`config.mk`:
```
export PLATFORM = sky130hd
export DESIGN_NAME = l1mmu_arbiter
export DESIGN_NICKNAME = d
export VERILOG_FILES = /design/src/rtl/l1mmu_arbiter.sv
export SDC_FILE = /design/constraint.sdc
export NUM_CORES = 1
export LEC_CHECK = 0
export CAP_MARGIN = 20
export CORE_AREA = 3 3 539 541
export DETAILED_ROUTE_END_ITERATION = 6
export DIE_AREA = 0 0 542 544
export PLACE_DENSITY = 0.3
export REMOVE_ABC_BUFFERS = 1
export SETUP_SLACK_MARGIN = 0.1
export SYNTH_ARGS = -nofsm -noshare
export SYNTH_HDL_FRONTEND = slang
export SYNTH_SLANG_ARGS = --single-unit
```
`constraint.sdc`:
```
create_clock -name sys_clk -period 3.7 [get_ports sys_clk]
set_input_delay 1.11 -clock sys_clk [delete_from_list [all_inputs] [get_ports sys_clk]]
set_output_delay 1.11 -clock sys_clk [all_outputs]
set_load 0.03 [all_outputs]
```
`src/rtl/l1mmu_arbiter.sv`:
```
// l1mmu_arbiter: shares the single l1mmu port between the icache fetch path
// and the dcache. One transaction is granted at a time and held until
// mmu_done. Contested grants alternate round-robin. A saturating watchdog
// raises a sticky error when a grant never completes.
module l1mmu_arbiter #(
    parameter int LINE_W = 256,
    parameter int TO_W   = 10
) (
    input  logic              sys_clk,
    input  logic              rst_n,

    // icache side (read-only)
    input  logic              ic_read,
    input  logic [31:0]       ic_addr,
    output logic              ic_done,
    output logic [LINE_W-1:0] ic_read_data,

    // dcache side (line read / writeback)
    input  logic              dc_read,
    input  logic              dc_write,
    input  logic [31:0]       dc_addr,
    input  logic [LINE_W-1:0] dc_write_data,
    output logic              dc_done,
    output logic [LINE_W-1:0] dc_read_data,

    // l1mmu side
    output logic              mmu_read,
    output logic              mmu_write,
    output logic [31:0]       mmu_addr,
    output logic [LINE_W-1:0] mmu_write_data,
    input  logic              mmu_done,
    input  logic [LINE_W-1:0] mmu_read_data,

    // status
    output logic              busy,
    output logic              err_timeout
);

    typedef enum logic [1:0] {
        IDLE  = 2'd0,
        GNT_I = 2'd1,
        GNT_D = 2'd2
    } state_e;

    // Encoding of the side served most recently.
    localparam logic SIDE_I = 1'b0;
    localparam logic SIDE_D = 1'b1;

    localparam logic [TO_W-1:0] WD_MAX = '1;

    state_e            state_q, state_d;
    logic              last_q, last_d;
    logic              mmu_read_q, mmu_read_d;
    logic              mmu_write_q, mmu_write_d;
    logic [31:0]       mmu_addr_q, mmu_addr_d;
    logic [LINE_W-1:0] mmu_write_data_q, mmu_write_data_d;
    logic              busy_q, busy_d;
    logic              err_timeout_q, err_timeout_d;
    logic [TO_W-1:0]   wd_cnt_q, wd_cnt_d;

    logic              ic_req;
    logic              dc_req;
    logic              pick_i;
    logic              pick_d;

    // Request evaluation in IDLE: a lone requester wins; when both ask,
    // the side that was not served last wins.
    always_comb begin
        ic_req = ic_read;
        dc_req = dc_read | dc_write;
        pick_i = ic_req & (~dc_req | (last_q == SIDE_D));
        pick_d = dc_req & ~pick_i;
    end

    // Next-state, l1mmu request latching, watchdog and sticky error.
    always_comb begin
        state_d          = state_q;
        last_d           = last_q;
        mmu_read_d       = mmu_read_q;
        mmu_write_d      = mmu_write_q;
        mmu_addr_d       = mmu_addr_q;
        mmu_write_data_d = mmu_write_data_q;
        wd_cnt_d         = wd_cnt_q;
        err_timeout_d    = err_timeout_q;

        case (state_q)
            IDLE: begin
                // mmu_done is ignored here; only requests are looked at.
                if (pick_i) begin
                    state_d     = GNT_I;
                    mmu_read_d  = 1'b1;
                    mmu_write_d = 1'b0;
                    mmu_addr_d  = ic_addr;
                    wd_cnt_d    = '0;
                end else if (pick_d) begin
                    // Read and write together is illegal; the write wins.
                    state_d          = GNT_D;
                    mmu_write_d      = dc_write;
                    mmu_read_d       = dc_read & ~dc_write;
                    mmu_addr_d       = dc_addr;
                    mmu_write_data_d = dc_write_data;
                    wd_cnt_d         = '0;
                end
            end

            GNT_I, GNT_D: begin
                // Requester inputs are ignored while a grant is open, so the
                // latched mmu_* values stay stable until completion.
                wd_cnt_d = (wd_cnt_q == WD_MAX) ? wd_cnt_q : (wd_cnt_q + 1'b1);
                if (wd_cnt_d == WD_MAX) begin
                    err_timeout_d = 1'b1;
                end
                if (mmu_done) begin
                    state_d     = IDLE;
                    mmu_read_d  = 1'b0;
                    mmu_write_d = 1'b0;
                    last_d      = (state_q == GNT_I) ? SIDE_I : SIDE_D;
                end
            end

            default: begin
                state_d     = IDLE;
                mmu_read_d  = 1'b0;
                mmu_write_d = 1'b0;
            end
        endcase

        busy_d = (state_d != IDLE);
    end

    // State and output registers; reset drops any in-flight request at once.
    always_ff @(posedge sys_clk or negedge rst_n) begin
        if (!rst_n) begin
            state_q          <= IDLE;
            last_q           <= SIDE_D;
            mmu_read_q       <= 1'b0;
            mmu_write_q      <= 1'b0;
            mmu_addr_q       <= '0;
            mmu_write_data_q <= '0;
            busy_q           <= 1'b0;
            err_timeout_q    <= 1'b0;
            wd_cnt_q         <= '0;
        end else begin
            state_q          <= state_d;
            last_q           <= last_d;
            mmu_read_q       <= mmu_read_d;
            mmu_write_q      <= mmu_write_d;
            mmu_addr_q       <= mmu_addr_d;
            mmu_write_data_q <= mmu_write_data_d;
            busy_q           <= busy_d;
            err_timeout_q    <= err_timeout_d;
            wd_cnt_q         <= wd_cnt_d;
        end
    end

    // Completion is forwarded combinationally only to the side holding the grant.
    always_comb begin
        ic_done      = (state_q == GNT_I) & mmu_done;
        dc_done      = (state_q == GNT_D) & mmu_done;
        ic_read_data = mmu_read_data;
        dc_read_data = mmu_read_data;
    end

    assign mmu_read       = mmu_read_q;
    assign mmu_write      = mmu_write_q;
    assign mmu_addr       = mmu_addr_q;
    assign mmu_write_data = mmu_write_data_q;
    assign busy           = busy_q;
    assign err_timeout    = err_timeout_q;

endmodule
```
==> After elaboration in Yosys (flattened, before gate mapping) <==
Index checks and enable logic that the tools add are counted.
{ "word_totals": {"in_bits": 582, "reg_bits": 305} }
{ "op_classes": {"n_bitwise": 10, "add_sub_neg": 1, "n_eq_ne": 6, "n_mux": 18, "n_reduce_logical": 11} }
{ "ops": {"columns": ["operator", "n"], "rows": [
  ["$mux 32", 2],
  ["$mux 10", 3],
  ["$eq 10x10->1 const B", 2],
  ["$pmux 10 s2", 1],
  ["$add 10x1->10 const B", 1],
  ["$reduce_and 2->1", 5],
  ["$mux 1", 6],
  ["$mux 2", 3],
  ["$reduce_bool 2->1", 3],
  ["$and 1x1->1", 5],
  ["$pmux 1 s2", 2],
  ["$pmux 2 s2", 1],
  ["$ne 3x3->1 const B", 1],
  ["$not 1->1", 3],
  ["$reduce_and 3->1", 1],
  ["$eq 2x1->1 const B", 1],
  ["$eq 2x2->1 const B", 1],
  ["$logic_not 2->1", 1],
  ["$ne 2x2->1 const B", 1],
  ["$or 1x1->1", 2],
  ["$reduce_or 2->1", 1]
]} }

==> Logic depth before layout (Yosys ltp) <==
Gate-level depths: netlist (run 1).
{ "depth": {"ltp_word": 10, "depth_mapped": 8, "depth_no_buf": 6} }

==> Worst setup path before layout (run 1) <==
No wires, ideal clock.
{ "synth_timing": {"path_type": "input-to-output", "startpoint": "input mmu_done", "endpoint": "output dc_done", "path_buffers": 0, "path_stages": 1, "setup_slack_ns": 1.199, "arrival_time_ns": 1.391, "cell_sequence": "and2_1"} }
{ "synth_via": {"elab_chain_cells": 1} }
{ "synth_lines": {"columns": ["element", "line", "source"], "rows": [
  ["start, declared", "31", "input logic mmu_done,"],
  ["$and 1x1->1", "159", "dc_done = (state_q == GNT_D) & mmu_done;"],
  ["end, declared", "23", "output logic dc_done,"]
]} }
Every way passes these cells.

==> Worst setup path in the final report (run 1) <==
{ "layout_timing": {"startpoint": "input mmu_done", "endpoint": "output ic_done"} }
{ "layout_via": {"elab_chain_cells": 1} }
{ "layout_lines": {"columns": ["element", "line", "source"], "rows": [
  ["$and 1x1->1", "158", "ic_done = (state_q == GNT_I) & mmu_done;"],
  ["end, declared", "15", "output logic ic_done,"]
]} }
Every way passes these cells.

==> results of run 1 <==
[metrics by stage]
| stage | power, mW | setup slack [ps] | cells |
|---|---|---|---|
| 2_1_floorplan | 11.5 | -2920 | 758 |
| 3_3_place_gp | 19.4 | 122 | 5175 |
| 3_5_place_dp | 19.4 | 137 | 5175 |
| 4_1_cts | 24.6 | 127 | 5265 |
| 5_1_grt | 25.1 | 165 | 5266 |
| 6_report | 23.6 | 246 | 5274 |
[cell usage after synthesis, types with 2 or more instances]
cell        n
buf_8       3
clkbuf_1    2
ha_1        5
buf_2      11
a21oi_1     7
inv_1       7
nand3_1     5
mux2i_1    33
a22o_1      2
mux2_2     10
buf_4     536
and2_1      2
a31oi_1     3
o21ai_1    34
dfrtp_1   304
a21o_1      4
nand4_1     6
mux2_1    246
a221oi_1    2
and3_1      2
nand3b_1    2
and4_1      2
nor2_1      6
nand2b_1    2
buf_6       5
nor3_1      3
o21ai_0     9
nand2_1    38
[worst max path at each step]
stage,from,endpoint,cells after the start
after floorplan,ic_read,busy,4
after global placement,mmu_done,ic_done,4
after detailed placement,mmu_done,ic_done,4
after CTS,mmu_done,ic_done,4
after global routing,mmu_done,ic_done,4
final,mmu_done,ic_done,4
[worst register-to-register path, delay by kind of cell, from the launching register on]
family,cells,cell delay [ps]
AO/OA/AOI/OAI,2,410
buffers and inverters,1,130
AND/OR/NAND/NOR,2,920
flip-flops,1,410
adder cells (fa/ha/maj),1,460
[cell type report]
cell class / instances / area, sq um / share of cell area (%)
flip-flops and latches: 305 / 7630 / 30.7
repair buffers: 655 / 6680 / 26.8
well taps: 3762 / 4710 / 18.9
multi-input cells: 445 / 4150 / 16.7
clock buffers: 70 / 1440 / 5.77
clock inverters: 20 / 229 / 0.920
inverters: 8 / 30.0 / 0.121
diodes: 9 / 22.5 / 0.0905
[per-layer routing]
layer  vias up  routed length (microns)  GRT usage [%]
li1       4215                        -              -
met1      5882                    67000           12.4
met2      2436                   137000           31.9
met3       385                    81700           25.5
met4        57                    10700           5.34
met5         -                     6010           14.8
[state kept, by name (all words and copies together), names as in the netlist]
signal,flops
wd_cnt_q,10
state_q,2
mmu_read,1
last_q,1
err_timeout,1
mmu_addr,32
mmu_write,1
busy,1
mmu_write_data,256
[power by group through the flow]
| stage | Sequential (mW) | Combinational (mW) | Clock [mW] |
|---|---|---|---|
| after floorplan | 9.13 | 2.34 | 0 |
| after global placement | 6.01 | 13.4 | 0 |
| after detailed placement | 6.02 | 13.4 | 0 |
| after CTS | 6.01 | 13.4 | 5.21 |
| after global routing | 6.22 | 13.6 | 5.29 |
| final | 5.97 | 12.7 | 4.93 |
[cells by family (layout without fill, tap and decap cells)]
group                      Yosys count  count (layout)  synth area share, %
other                                0               9                    0
muxes                              289             289                 20.1
and+or+nand+nor                     76              76                 2.40
adders and majority gates            5               5                0.391
buffers and inverters              566             753                 26.4
AOI/OAI and AO/OA                   75              75                 3.00
DFF                                305             305                 47.7
==> out/qor.yml, run 1 <==
cp_top_family: "buffers and inverters"
final_hold_viol_count: 0
initial_utilization_pct: 5.60
r2r_cells: 6
post-cts-setup-buffers: 0
worst-endpoint-arrival_ps: 2340
p_int_mw: 12.4
clkSinkCount: 305
grt_pass1_vias: 11700
drv_slew: 0
yosysWarningCount: 0
synth.distinct_cells: 53
port_buffers: 619
ys_ff_latch: 305
finalNetCount: 2051
p_leak_nw: 8.73
p_sw_mw: 11.2
critPathBufInv: 3
p_per_area_mw_per_mm2: 948
core_area_sq_mm: 0.285
synth-edff-count: 0
vias: 13000
rows: 196
grt_usage_pct: 19.8
dr.pass1.iters: 5
max_cap_viol_count: 0
clk_latency_ps: 670
yosys_most_used_dff: "dfrtp_1"
period_needed_ps: 3450
ys_seq_area_share_pct: 47.7
cts_tree: "done"
nFillCells: 33000
cts-root-buf: "clkbuf_16"
path_cells: "clkdlybuf4s50_1 > buf_12 > and2_1 > buf_12"
globalRouteOverflowTotal: 0
timing.fmax_mhz: 289
crit_fanout: 6
synth.area.top_cells: "dfrtp_1, buf_4, mux2_1, mux2i_1, o21ai_1"
required_ps: 2590
reg2reg_slack_ps: 1260
rsz0062_at_grt: "false"
htree_levels: 2
holdCritPathClass: "input port to async pin"
p_clk_share_pct: 20.9
area_growth_pct: 55.6
cp_common_cell: "buf_12"
crit_path_end_kind: "output port"
status: "complete, no violations"
ctsHoldBuffers: 0
combPwrFrac_pct: 53.8
worst_r2r_endpoint: "wd_cnt_q[7]"
via_per_inst: 2.46
die_area_sq_mm: 0.295
routabilityCongestion: 0.911
worstMarginPinSlew_ps: 882
slew_headroom_pct: 41.0
cts.clk_slew.worst_paths_ps: 50
seqPwrFrac_pct: 25.3
ctsResizeCount: 0
drive_gt1_share_pct: 9.65
async_reset_ff_share_pct: 100
layout_commonest_cell: "clkdlybuf4s50_1"
whs_ps: 382
mostFrequentLayoutCells: "clkdlybuf4s50_1, dfrtp_1, mux2_1"
wirelength_microns: 302000
synth_top_area_share_pct: 47.6
ios: 1388
drcViolationCount: 0
die_y_microns: 544
slowest_delay_ps: 560
grt_max_degree: 78
vdd_ir_drop_max_mv: 0.391
reg2reg_from: "state_q[1]"
syn_avg_cell_area_sq_um: 12.2
critPathSlowestCell: "clkdlybuf4s50_1"
setup_viol: 0
fin_worst_skew_ps: 43.8
fp.dieW_microns: 542
netlist_instances: 1316
cts_buffers: 49
synth_top_area_cell: "dfrtp_1"
detail-route-antenna-nets: 0
period_share_pct: 93.4
cp-start-kind: "input port"
drt-initial-drc-count: 983
grt_pass1_wl_microns: 332000
postPlaceCellArea_sq_mm: 0.0232
post-route-util_pct: 8.72
stdcell_area_sq_mm: 0.0249
setup_tns_ps: 0
wl_per_cell_microns: 57.3
swShare_pct: 47.3
syn_area_sq_mm: 0.0160
ctsLongestPathBuffers: 3
antenna_found_initial: 109
dp_hpwl_microns: 273000
crit_type: "input port to output port"
Note: power is estimated with default switching activity, not from simulation.
==> inputs of run 2 (changes only) <==
- REMOVE_ABC_BUFFERS: 1 -> unset
==> run 2 against run 1 <==
Sequential power barely moved. Hold slack got worse by 110 ps. Clock power decreased by 0.8%. Worst setup slack better by 230 ps. Maximum frequency increased by 7.2%. Via count down 19%. Design area is 0.42% lower. Power down 1.2%. Routed wire length shrank 59%. Critical endpoint is now mmu_write_data[30]. Largest cell class unchanged. Highest routed layer unchanged.
==> out/qor.yml, run 2 (same netlist as run 1, synthesis figures left out) <==
status: "complete, no violations"  # unchanged
grt_max_degree: 92  # was 78
clk_latency_ps: 700  # was 670 ps
post-cts-setup-buffers: 0  # unchanged
cts.clk_slew.worst_paths_ps: 80  # was 50 ps
slew_headroom_pct: 41.6  # was 41.0%
worst-endpoint-arrival_ps: 2110  # was 2340 ps
slowest_delay_ps: 1030  # was 560 ps
crit_path_end_kind: "output port"  # unchanged
worstMarginPinSlew_ps: 874  # was 882 ps
cp-start-kind: "register"  # was input port
die_y_microns: 544  # unchanged
seqPwrFrac_pct: 25.5  # was 25.3%
detail-route-antenna-nets: 0  # unchanged
reg2reg_slack_ps: 1440  # was 1260 ps
synth_nets: 1903
htree_levels: 2  # unchanged
drive_gt1_share_pct: 9.26  # was 9.65%
antenna_found_initial: 110  # was 109
globalRouteOverflowTotal: 0  # unchanged
ctsLongestPathBuffers: 3  # unchanged
vdd_ir_drop_max_mv: 0.330  # was 0.391 mV
setup_tns_ps: 0  # unchanged
ios: 1388  # unchanged
crit_type: "register to output port"  # was input port to output port
p_clk_share_pct: 21.0  # was 20.9%
p_leak_nw: 8.68  # was 8.73 nW
via_per_inst: 2.00  # was 2.46
grt_pass1_vias: 11300  # was 11,700
cts-root-buf: "clkbuf_16"  # unchanged
area_growth_pct: 54.9  # was 55.6%
core_area_sq_mm: 0.285  # unchanged
ctsResizeCount: 0  # unchanged
path_cells: "clkdlybuf4s50_1"  # was clkdlybuf4s50_1 > buf_12 > and2_1 > buf_12
p_per_area_mw_per_mm2: 941  # was 948 mW/mm^2
setup_viol: 0  # unchanged
fin_worst_skew_ps: 85.3  # was 43.8 ps
grt_pass1_wl_microns: 150000  # was 332,000 microns
timing.fmax_mhz: 310  # was 289 MHz
reg2reg_from: "state_q[1]"  # unchanged
period_needed_ps: 3220  # was 3450 ps
holdCritPathClass: "input port to async pin"  # unchanged
r2r_cells: 6  # unchanged
swShare_pct: 47.0  # was 47.3%
p_int_mw: 12.3  # was 12.4 mW
critPathSlowestCell: "clkdlybuf4s50_1"  # unchanged
routabilityCongestion: 0.678  # was 0.911
period_share_pct: 87.1  # was 93.4%
finalNetCount: 2039  # was 2,051
combPwrFrac_pct: 53.5  # was 53.8%
final_hold_viol_count: 0  # unchanged
initial_utilization_pct: 5.60  # unchanged
required_ps: 2590  # about the same
drt-initial-drc-count: 342  # was 983
drcViolationCount: 0  # unchanged
max_cap_viol_count: 0  # unchanged
drv_slew: 0  # unchanged
clkSinkCount: 305  # unchanged
p_sw_mw: 11.0  # was 11.2 mW
cp_top_family: "buffers and inverters"  # unchanged
critPathBufInv: 1  # was 3
fp.dieW_microns: 542  # unchanged
dp_hpwl_microns: 109000  # was 273,000 microns
ctsHoldBuffers: 0  # unchanged
worst_r2r_endpoint: "wd_cnt_q[7]"  # unchanged
cts_buffers: 47  # was 49
cts_tree: "done"  # unchanged
rows: 196  # unchanged
dr.pass1.iters: 4  # was 5
layout_commonest_cell: "clkdlybuf4s50_1"  # unchanged
mostFrequentLayoutCells: "clkdlybuf4s50_1, dfrtp_1, mux2_1"  # unchanged
die_area_sq_mm: 0.295  # unchanged
whs_ps: 271  # was 382 ps
wl_per_cell_microns: 23.6  # was 57.3 microns
grt_usage_pct: 8.14  # was 19.8%
wirelength_microns: 125000  # was 302,000 microns
crit_fanout: 2  # was 6
port_buffers: 619  # unchanged
largest_reg_flops: 256  # unchanged
rsz0062_at_grt: "false"  # unchanged
vias: 10500  # was 13,000
run 2: metrics by stage:
step           instances  utilization, %  area (sq um)  total power, mW  setup slack (ps)
6_report            5277            8.68         24800             23.3               476
5_1_grt             5254            8.66         24700             25.2               352
4_1_cts             5252            8.66         24700             24.3               357
3_5_place_dp        5165            8.08         23100             19.1               311
3_3_place_gp        5165            8.08         23100             19.1               329
2_1_floorplan       1316               -         16000             12.5              1200
run 2: power groups by stage:
stage | clock network [mW] | registers (mW) | logic, mW
2_1_floorplan | 0 | 9.12 | 3.41
3_3_place_gp | 0 | 6.03 | 13.1
3_5_place_dp | 0 | 6.05 | 13.0
4_1_cts | 5.23 | 6.02 | 13.1
5_1_grt | 5.30 | 6.21 | 13.7
6_report | 4.89 | 5.96 | 12.5
run 2: layout make-up:
cell class                 count  area (sq um)
sequential                   305          7630
tap                         3762          4710
clock inverter                23           292
multi-input combinational    445          4150
inverter                       8          30.0
fill                       33000        261000
clock buffer                  64          1360
antenna                       25          62.6
timing repair buffer         645          6550
run 2: how the worst max path moves through the flow:
stage / from / end / slack [ps] / depth (start not counted)
after floorplan: mmu_done / dc_done / 1200 / 1
after global placement: ic_read / mmu_write_data[78] / 330 / 6
after detailed placement: ic_read / mmu_write_data[21] / 310 / 6
after CTS: mmu_addr[23] / mmu_addr[23] / 360 / 1
after global routing: mmu_addr[23] / mmu_addr[23] / 350 / 1
final: mmu_write_data[30] / mmu_write_data[30] / 480 / 1
run 2: layer usage:
layer	share of wire [%]	vias to the layer above	track usage (%)	wire, microns
met5	0.098	-	0.260	122
met4	4.9	2	3.32	6100
met3	22	415	8.16	27400
met2	41	1069	11.9	50800
met1	32	4818	7.60	40300
li1	-	4228	-	-
